<file path="config.mk">
export PLATFORM = sky130hd
export DESIGN_NAME = blast_grid_painter_flat
export DESIGN_NICKNAME = d
export VERILOG_FILES = /design/src/rtl/blast_grid_painter_if.sv /design/src/rtl/blast_grid_painter.sv /design/src/flat_wrapper.sv
export SDC_FILE = /design/constraint.sdc
export NUM_CORES = 1
export LEC_CHECK = 0
export CORE_ASPECT_RATIO = 0.6
export CORE_MARGIN = 8
export CORE_UTILIZATION = 49
export DETAILED_ROUTE_END_ITERATION = 10
export PLACE_DENSITY = 0.77
export SYNTH_ARGS = -nofsm -noshare
export SYNTH_HDL_FRONTEND = slang
export SYNTH_SLANG_ARGS = --single-unit
export TNS_END_PERCENT = 10
</file>
<file path="constraint.sdc">
create_clock -name clk -period 2.4 [get_ports clk]
set_input_delay 0.36 -clock clk [delete_from_list [all_inputs] [get_ports clk]]
set_output_delay 0.36 -clock clk [all_outputs]
set_load 0.02 [all_outputs]
</file>
<file path="src/rtl/blast_grid_painter_if.sv">
// Handshake, game-input and tile-RAM signals of the blast grid painter.
// master = requester / RAM side, slave = blast_grid_painter.
interface blast_grid_painter_if #(
  parameter int COLS_LOG2 = 4,
  parameter int ROWS_LOG2 = 4,
  parameter int LEN_W     = 2,
  parameter int TIMER_W   = 10
);
  localparam int ADDR_W = COLS_LOG2 + ROWS_LOG2;

  logic               start;
  logic               start_ready;
  logic               player;
  logic [LEN_W-1:0]   length_in;
  logic [ADDR_W-1:0]  origin;
  logic [TIMER_W-1:0] timer;
  logic [3:0]         randhex;
  logic [7:0]         mem_rdata;
  logic [ADDR_W-1:0]  mem_addr;
  logic [7:0]         mem_wdata;
  logic               mem_we;
  logic               chain_valid;
  logic [ADDR_W-1:0]  chain_addr;
  logic               done;

  modport master (
    output start, player, length_in, origin, timer, randhex, mem_rdata,
    input  start_ready, mem_addr, mem_wdata, mem_we, chain_valid, chain_addr, done
  );

  modport slave (
    input  start, player, length_in, origin, timer, randhex, mem_rdata,
    output start_ready, mem_addr, mem_wdata, mem_we, chain_valid, chain_addr, done
  );
endinterface

</file>
<file path="src/rtl/blast_grid_painter.sv">
// Bomb-blast engine: paints a player's explosion in four arms around the
// bomb origin, waits until the game timer reaches the clear time, then
// restores its own explosion tiles.
// Optional macro BLAST_ITEM_DROP_EN: clear code becomes ITEM when
// randhex[3:1] are all ones, otherwise PATH.
module blast_grid_painter #(
  parameter int COLS_LOG2   = 4,
  parameter int ROWS_LOG2   = 4,
  parameter int LEN_W       = 2,
  parameter int MAX_LEN     = 4,
  parameter int TIMER_W     = 10,
  parameter int CLEAR_DELAY = 8
) (
  input  logic                   clk,
  input  logic                   reset,
  blast_grid_painter_if.slave    bus
);
  localparam int ADDR_W = COLS_LOG2 + ROWS_LOG2;
  localparam int LW1    = LEN_W + 1;
  localparam int MW     = $clog2(MAX_LEN + 1);
  localparam int SW     = (LW1 > MW) ? LW1 : MW;

  localparam logic [7:0] TILE_WALL = 8'h00;
  localparam logic [7:0] TILE_PATH = 8'h80;
  localparam logic [7:0] TILE_WOOD = 8'h10;
  localparam logic [7:0] TILE_BOMB = 8'h60;

  localparam logic [1:0] DIR_UP    = 2'd0;
  localparam logic [1:0] DIR_DOWN  = 2'd1;
  localparam logic [1:0] DIR_LEFT  = 2'd2;
  localparam logic [1:0] DIR_RIGHT = 2'd3;

  localparam logic [ADDR_W-1:0]    ONE_A    = ADDR_W'(1);
  localparam logic [ADDR_W-1:0]    STRIDE   = ONE_A << COLS_LOG2;
  localparam logic [ROWS_LOG2-1:0] ROW_LAST = {ROWS_LOG2{1'b1}};
  localparam logic [COLS_LOG2-1:0] COL_LAST = {COLS_LOG2{1'b1}};
  localparam logic [SW-1:0]        LEN_MAX  = SW'(MAX_LEN);
  localparam logic [SW-1:0]        ONE_S    = SW'(1);

  typedef enum logic [2:0] {
    S_IDLE, S_ARM_STEP, S_ARM_CHECK, S_CENTER,
    S_HOLD, S_CLR_STEP, S_CLR_CHECK, S_CLR_CENTER
  } state_t;

  state_t              state_q, state_d;
  logic [1:0]          dir_q, dir_d;
  logic [SW-1:0]       step_q, step_d;
  logic [SW-1:0]       len_q, len_d;
  logic [ADDR_W-1:0]   cur_q, cur_d;
  logic [ADDR_W-1:0]   origin_q, origin_d;
  logic                player_q, player_d;
  logic [TIMER_W-1:0]  clear_time_q, clear_time_d;
  logic [ADDR_W-1:0]   mem_addr_q, mem_addr_d;
  logic [7:0]          mem_wdata_q, mem_wdata_d;
  logic                mem_we_q, mem_we_d;
  logic                chain_valid_q, chain_valid_d;
  logic [ADDR_W-1:0]   chain_addr_q, chain_addr_d;
  logic                done_q, done_d;
  logic                start_ready_q;

  logic                at_edge_s;
  logic                arm_end_s;
  logic                clear_hit_s;
  logic [ADDR_W-1:0]   nbr_s;
  logic [SW-1:0]       len_ext_s;
  logic [7:0]          expl_s;
  logic [7:0]          clr_code_s;
  logic [ROWS_LOG2-1:0] cur_row_s;
  logic [COLS_LOG2-1:0] cur_col_s;

  assign cur_row_s   = cur_q[ADDR_W-1:COLS_LOG2];
  assign cur_col_s   = cur_q[COLS_LOG2-1:0];
  assign expl_s      = {4'h4, player_q, 3'b000};
  assign len_ext_s   = SW'(bus.length_in) + ONE_S;
  assign arm_end_s   = (step_q == len_q) || at_edge_s;
  assign clear_hit_s = (bus.timer == clear_time_q);

`ifdef BLAST_ITEM_DROP_EN
  assign clr_code_s = (bus.randhex[3] & bus.randhex[2] & bus.randhex[1]) ?
                      {4'h9, 3'b000, ~player_q} : TILE_PATH;
`else
  assign clr_code_s = TILE_PATH;
`endif

  // Arm geometry: is the current cell on the grid edge in the walk direction, and its neighbour.
  always_comb begin
    at_edge_s = 1'b1;
    nbr_s     = cur_q;
    case (dir_q)
      DIR_UP:    begin at_edge_s = (cur_row_s == {ROWS_LOG2{1'b0}}); nbr_s = cur_q - STRIDE; end
      DIR_DOWN:  begin at_edge_s = (cur_row_s == ROW_LAST);          nbr_s = cur_q + STRIDE; end
      DIR_LEFT:  begin at_edge_s = (cur_col_s == {COLS_LOG2{1'b0}}); nbr_s = cur_q - ONE_A;  end
      DIR_RIGHT: begin at_edge_s = (cur_col_s == COL_LAST);          nbr_s = cur_q + ONE_A;  end
      default:   begin at_edge_s = 1'b1;                             nbr_s = cur_q;          end
    endcase
  end

  // State and datapath registers; synchronous reset drops any blast in progress.
  always_ff @(posedge clk) begin
    if (reset) begin
      state_q       <= S_IDLE;
      dir_q         <= DIR_UP;
      step_q        <= {SW{1'b0}};
      len_q         <= {SW{1'b0}};
      cur_q         <= {ADDR_W{1'b0}};
      origin_q      <= {ADDR_W{1'b0}};
      player_q      <= 1'b0;
      clear_time_q  <= {TIMER_W{1'b0}};
      mem_addr_q    <= {ADDR_W{1'b0}};
      mem_wdata_q   <= 8'h00;
      mem_we_q      <= 1'b0;
      chain_valid_q <= 1'b0;
      chain_addr_q  <= {ADDR_W{1'b0}};
      done_q        <= 1'b0;
      start_ready_q <= 1'b1;
    end else begin
      state_q       <= state_d;
      dir_q         <= dir_d;
      step_q        <= step_d;
      len_q         <= len_d;
      cur_q         <= cur_d;
      origin_q      <= origin_d;
      player_q      <= player_d;
      clear_time_q  <= clear_time_d;
      mem_addr_q    <= mem_addr_d;
      mem_wdata_q   <= mem_wdata_d;
      mem_we_q      <= mem_we_d;
      chain_valid_q <= chain_valid_d;
      chain_addr_q  <= chain_addr_d;
      done_q        <= done_d;
      start_ready_q <= (state_d == S_IDLE);
    end
  end

  // Next-state selection.
  always_comb begin
    state_d = state_q;
    case (state_q)
      S_IDLE:       state_d = bus.start ? S_ARM_STEP : S_IDLE;
      S_ARM_STEP:   if (arm_end_s) state_d = (dir_q == DIR_RIGHT) ? S_CENTER : S_ARM_STEP;
                    else           state_d = S_ARM_CHECK;
      S_ARM_CHECK:  state_d = S_ARM_STEP;
      S_CENTER:     state_d = S_HOLD;
      S_HOLD:       state_d = clear_hit_s ? S_CLR_STEP : S_HOLD;
      S_CLR_STEP:   if (arm_end_s) state_d = (dir_q == DIR_RIGHT) ? S_CLR_CENTER : S_CLR_STEP;
                    else           state_d = S_CLR_CHECK;
      S_CLR_CHECK:  state_d = S_CLR_STEP;
      S_CLR_CENTER: state_d = S_IDLE;
      default:      state_d = S_IDLE;
    endcase
  end

  // Datapath and registered-output next values per state.
  always_comb begin
    dir_d         = dir_q;
    step_d        = step_q;
    len_d         = len_q;
    cur_d         = cur_q;
    origin_d      = origin_q;
    player_d      = player_q;
    clear_time_d  = clear_time_q;
    mem_addr_d    = mem_addr_q;
    mem_wdata_d   = mem_wdata_q;
    mem_we_d      = 1'b0;
    chain_valid_d = 1'b0;
    chain_addr_d  = chain_addr_q;
    done_d        = 1'b0;
    case (state_q)
      S_IDLE: begin
        if (bus.start) begin
          origin_d     = bus.origin;
          player_d     = bus.player;
          len_d        = (len_ext_s > LEN_MAX) ? LEN_MAX : len_ext_s;
          clear_time_d = bus.timer + TIMER_W'(CLEAR_DELAY);
          dir_d        = DIR_UP;
          cur_d        = bus.origin;
          step_d       = {SW{1'b0}};
        end else begin
          dir_d = dir_q;
        end
      end
      S_ARM_STEP, S_CLR_STEP: begin
        if (arm_end_s) begin
          // Wraps RIGHT back to UP, ready for the next phase.
          dir_d  = dir_q + 2'd1;
          cur_d  = origin_q;
          step_d = {SW{1'b0}};
        end else begin
          cur_d      = nbr_s;
          mem_addr_d = nbr_s;
          step_d     = step_q + ONE_S;
        end
      end
      S_ARM_CHECK: begin
        case (bus.mem_rdata)
          TILE_WALL: step_d = len_q;
          TILE_BOMB: begin
            step_d        = len_q;
            chain_valid_d = 1'b1;
            chain_addr_d  = cur_q;
          end
          TILE_WOOD: begin
            step_d      = len_q;
            mem_we_d    = 1'b1;
            mem_wdata_d = expl_s;
            mem_addr_d  = cur_q;
          end
          default: begin
            mem_we_d    = 1'b1;
            mem_wdata_d = expl_s;
            mem_addr_d  = cur_q;
          end
        endcase
      end
      S_CENTER: begin
        mem_we_d    = 1'b1;
        mem_wdata_d = expl_s;
        mem_addr_d  = origin_q;
      end
      S_HOLD: begin
        if (clear_hit_s) begin
          dir_d  = DIR_UP;
          cur_d  = origin_q;
          step_d = {SW{1'b0}};
        end else begin
          dir_d = dir_q;
        end
      end
      S_CLR_CHECK: begin
        if (bus.mem_rdata == expl_s) begin
          mem_we_d    = 1'b1;
          mem_wdata_d = clr_code_s;
          mem_addr_d  = cur_q;
        end else if (bus.mem_rdata == TILE_WALL) begin
          step_d = len_q;
        end else begin
          step_d = step_q;
        end
      end
      S_CLR_CENTER: begin
        mem_we_d    = 1'b1;
        mem_wdata_d = clr_code_s;
        mem_addr_d  = origin_q;
        done_d      = 1'b1;
      end
      default: begin
        mem_we_d = 1'b0;
      end
    endcase
  end

  assign bus.start_ready = start_ready_q;
  assign bus.mem_addr    = mem_addr_q;
  assign bus.mem_wdata   = mem_wdata_q;
  assign bus.mem_we      = mem_we_q;
  assign bus.chain_valid = chain_valid_q;
  assign bus.chain_addr  = chain_addr_q;
  assign bus.done        = done_q;
endmodule

</file>
<file path="src/flat_wrapper.sv">
// flat-port wrapper written by rule: the top's interface ports become plain ports
module blast_grid_painter_flat 
#(
  parameter int COLS_LOG2   = 4,
  parameter int ROWS_LOG2   = 4,
  parameter int LEN_W       = 2,
  parameter int MAX_LEN     = 4,
  parameter int TIMER_W     = 10,
  parameter int CLEAR_DELAY = 8
)
  (clk, reset, bus_start, bus_player, bus_length_in, bus_origin, bus_timer, bus_randhex, bus_mem_rdata, bus_start_ready, bus_mem_addr, bus_mem_wdata, bus_mem_we, bus_chain_valid, bus_chain_addr, bus_done);
  blast_grid_painter_if #(.COLS_LOG2(COLS_LOG2), .ROWS_LOG2(ROWS_LOG2), .LEN_W(LEN_W), .TIMER_W(TIMER_W)) bus_i ();
  input  logic clk;
  input  logic reset;
  input wire logic [$bits(bus_i.start)-1:0] bus_start;
  input wire logic [$bits(bus_i.player)-1:0] bus_player;
  input wire logic [$bits(bus_i.length_in)-1:0] bus_length_in;
  input wire logic [$bits(bus_i.origin)-1:0] bus_origin;
  input wire logic [$bits(bus_i.timer)-1:0] bus_timer;
  input wire logic [$bits(bus_i.randhex)-1:0] bus_randhex;
  input wire logic [$bits(bus_i.mem_rdata)-1:0] bus_mem_rdata;
  output wire logic [$bits(bus_i.start_ready)-1:0] bus_start_ready;
  output wire logic [$bits(bus_i.mem_addr)-1:0] bus_mem_addr;
  output wire logic [$bits(bus_i.mem_wdata)-1:0] bus_mem_wdata;
  output wire logic [$bits(bus_i.mem_we)-1:0] bus_mem_we;
  output wire logic [$bits(bus_i.chain_valid)-1:0] bus_chain_valid;
  output wire logic [$bits(bus_i.chain_addr)-1:0] bus_chain_addr;
  output wire logic [$bits(bus_i.done)-1:0] bus_done;
  assign bus_i.start = bus_start;
  assign bus_i.player = bus_player;
  assign bus_i.length_in = bus_length_in;
  assign bus_i.origin = bus_origin;
  assign bus_i.timer = bus_timer;
  assign bus_i.randhex = bus_randhex;
  assign bus_i.mem_rdata = bus_mem_rdata;
  assign bus_start_ready = bus_i.start_ready;
  assign bus_mem_addr = bus_i.mem_addr;
  assign bus_mem_wdata = bus_i.mem_wdata;
  assign bus_mem_we = bus_i.mem_we;
  assign bus_chain_valid = bus_i.chain_valid;
  assign bus_chain_addr = bus_i.chain_addr;
  assign bus_done = bus_i.done;
  blast_grid_painter #(.COLS_LOG2(COLS_LOG2), .ROWS_LOG2(ROWS_LOG2), .LEN_W(LEN_W), .MAX_LEN(MAX_LEN), .TIMER_W(TIMER_W), .CLEAR_DELAY(CLEAR_DELAY)) u_core (.clk(clk), .reset(reset), .bus(bus_i));
endmodule
</file>
==> flow_summary.yaml <==
setup_path:
  required_ns: 2.65
  end_kind: "register"
  start_kind: "register"
  crit_type: "reg2reg"
  critical_path.cell_chain: "ha_4 -> inv_6 -> ha_4 -> a211o_1 -> a21o_1 -> nand3_1 -> or4b_4 -> buf_4 -> mux2i_2 -> a311oi_2"
  path_max_fanout: 6
  arrival_ns: 2.71
  cp_top_family: "compound AO/OA/AOI/OAI gates"
  crit_buf_inv: 2
  crit_top_cell: "ha_4"
  path_depth: 10
  cpPeakStageDelay_ns: 0.46
  cp_slowest_cell: "or4b_4"
  r2r_cells: 10
cts:
  clk_latency_ns: 0.34
  holdBufCountCts: 0
  clk_pin_slew_worst_paths_ns: 0.05
  cts_root_buffer: "clkbuf_16"
  clock_sinks: 61
  cts_made_buffers: 9
  htree_num_levels: 3
  clock_path_buffers: 2
  cts_tree: "yes"
drt:
  wl_per_cell_um: 17.54
  drt_iter0_markers: 382
  viasPerCell: 5.894
  dr.pass1.iters: 6
  drc: 0
  drt-total-wl_um: 11560
  vias: 3884
  detail-route-antenna-nets: 0
floorplanning:
  start_util: 0.4995
  dieArea_mm2: 0.01110
  core-area_mm2: 0.007757
  die_x_um: 130.8
  pin_count: 64
  die-height_um: 84.88
  std_cell_rows: 25
sta:
  setup_ws_ns: -0.06072
  max_slew.worst_pin.slew_ns: 0.6497
  fmax_mhz: 406.4
  finClkSkew_ns: 0.006030
  relSlewSlack: 0.5657
  setup_tns_ns: -0.1105
  hold_viol_final: 0
  finalCritPeriodShare: 1.025
  finalSetupViolations: 2
  period_minus_slack_ns: 2.461
  rsz0062_at_grt: "yes"
  slew_viol_final: 0
synth:
  synth-edff-count: 0
  netlist_area_mm2: 0.003875
  yosysSeqAreaShare: 0.3151
  synth_top_area_cell: "dfxtp_1"
  yosys.cell_types.count: 71
  avgSynthCellArea_um2: 8.406
  synth_most_common_cell: "dfxtp_1"
  yosys_warnings: 0
  yosys-top-cells-area: "dfxtp_1 32%, ha_1 7.1%, a21oi_1 5.7%, nand2_1 4.6%, nor2_1 3.9%"
  ys.flop_type: "dfxtp_1"
  ys_async_sr_fraction: 0
  synthTopCellsByCount: "61 x dfxtp_1, 47 x nand2_1, 44 x a21oi_1, 40 x nor2_1, 22 x ha_1"
  yosys_register_bits: 61
  syn_inst: 461
  yosysTopAreaCellShare: 0.3151
hold_path:
  hold_path.class: "reg2reg"
  holdPathStages: 2
layout:
  syn2layout_area_growth_pct: 32.39
  nets: 606
  stdcell_count: 659
  drive_gt1_frac: 0.2051
  final_util: 0.6613
  n_fill_cell: 682
  seq_area_mm2: 0.001229
  diodes: 0
  multi_input_comb_area_mm2: 0.002545
power_and_ir_drop:
  p_leak_nw: 1.931
  peakVddDrop_mv: 0.4228
  p_per_area_mw_per_mm2: 720.8
grt:
  grt_pass1_wl_um: 18160
  grt_pass1_vias: 3581
  grt_max_degree: 37
  grt_use_total: 0.2083
  antenna_found_initial: 0
  grt_overflow: 0
placement:
  io_buffers: 54
  dp_hpwl_um: 8594
  dp.cells: 642
  gp_congestion: 0.9173
flow_run:
  maxCapViolations: 0
outcome:
  violations: "setup timing"
  outcome: "finished with violations"
-- layout by cell type (no fill, tap or decap), types with 13 or more instances in the layout --
cell / instances
ha_1: 16
dfxtp_1: 59
xnor2_1: 14
nand2_1: 47
clkdlybuf4s50_1: 53
inv_1: 13
buf_4: 48
nor2_1: 39
o21ai_0: 20
a21oi_1: 42
-- state kept, by name, summed over array words and instances, names as in the netlist --
signal                  count
u_core.bus.chain_addr       8
u_core.bus.chain_valid      1
u_core.bus.done             1
u_core.bus.mem_addr         8
u_core.bus.mem_wdata        3
u_core.bus.mem_we           1
u_core.bus.start_ready      1
u_core.clear_time_q        10
u_core.cur_q                8
u_core.dir_q                2
u_core.len_q                3
u_core.origin_q             8
u_core.player_q             1
u_core.state_q              3
u_core.step_q               3
-- timing repair --
| item | CTS | global route |
|---|---|---|
| gates resized for setup | 2 | 15 |
| endpoints found under the hold margin | 0 | 0 |
| pin swaps | 0 | 3 |
| setup buffers | 1 | 0 |
| setup endpoints to repair | 2 | 10 |
-- where the power goes --
| part | internal, mW | switching, mW | total, mW |
|---|---|---|---|
| logic | 0.611 | 0.701 | 1.31 |
| registers | 1.11 | 0.0986 | 1.21 |
| clock network | 0.689 | 0.490 | 1.18 |
| total | 2.41 | 1.29 | 3.70 |
-- layout make-up --
cell class / count / share of cell area
multi-input cells: 358 / 0.4961
well taps: 108 / 0.02634
repair buffers: 102 / 0.1746
inverters: 14 / 0.01122
flip-flops and latches: 61 / 0.2395
clock inverters: 7 / 0.008293
clock buffers: 9 / 0.04390
-- per-layer routing --
metal  share of wire  GRT usage
met3            0.12    0.05695
met2            0.41     0.3004
met5               0          0
met1            0.46     0.2927
met4           0.013    0.06218
-- path summary, 6_finish.rpt --
| kind | start | end | slack, ns |
|---|---|---|---|
| max | u_core.dir_q[1] | u_core.bus.mem_addr[7] | -0.06 |
| min | u_core.bus.mem_wdata[7] | u_core.bus.mem_wdata[7] | 0.46 |
| max reg2reg | u_core.dir_q[1] | u_core.bus.mem_addr[7] | -0.06 |
| min reg2reg | u_core.bus.mem_wdata[7] | u_core.bus.mem_wdata[7] | 0.46 |
-- stage by stage --
step                      setup WS [ns]  power, mW  area [um2]  hold WS, ns
after floorplan                 0.01829      1.993        3935       0.4460
after global placement          -0.2203      2.397        4765       0.4448
after detailed placement        -0.2728      2.430        4765       0.4526
after CTS                      -0.04324      3.631        5059       0.4591
after global routing            -0.1734      3.868        5130       0.4775
final                          -0.06072      3.698        5130       0.4554
-- cells by family (layout without fill, tap and decap cells) --
family	Yosys count	after routing	share of synthesized area
and+or+nand+nor	158	158	0.2063
AOI/OAI and AO/OA	141	141	0.2612
DFF	61	61	0.3151
xor gates and xnor gates	20	20	0.04521
buffers and inverters	46	132	0.06361
adders and majority gates	24	24	0.08137
muxes	10	10	0.02616
other	1	5	0.0009678
-- worst reg2reg max path, delay by kind of cell, from the launching register on --
kind	cells	cell delay, ns
adder cells (fa/ha/maj)	2	0.39
flip-flops	1	0.36
multiplexers	1	0.15
AND/OR/NAND/NOR	2	0.53
AO/OA/AOI/OAI	3	0.69
buffers and inverters	2	0.27
Power figures use the tool's default switching activity.
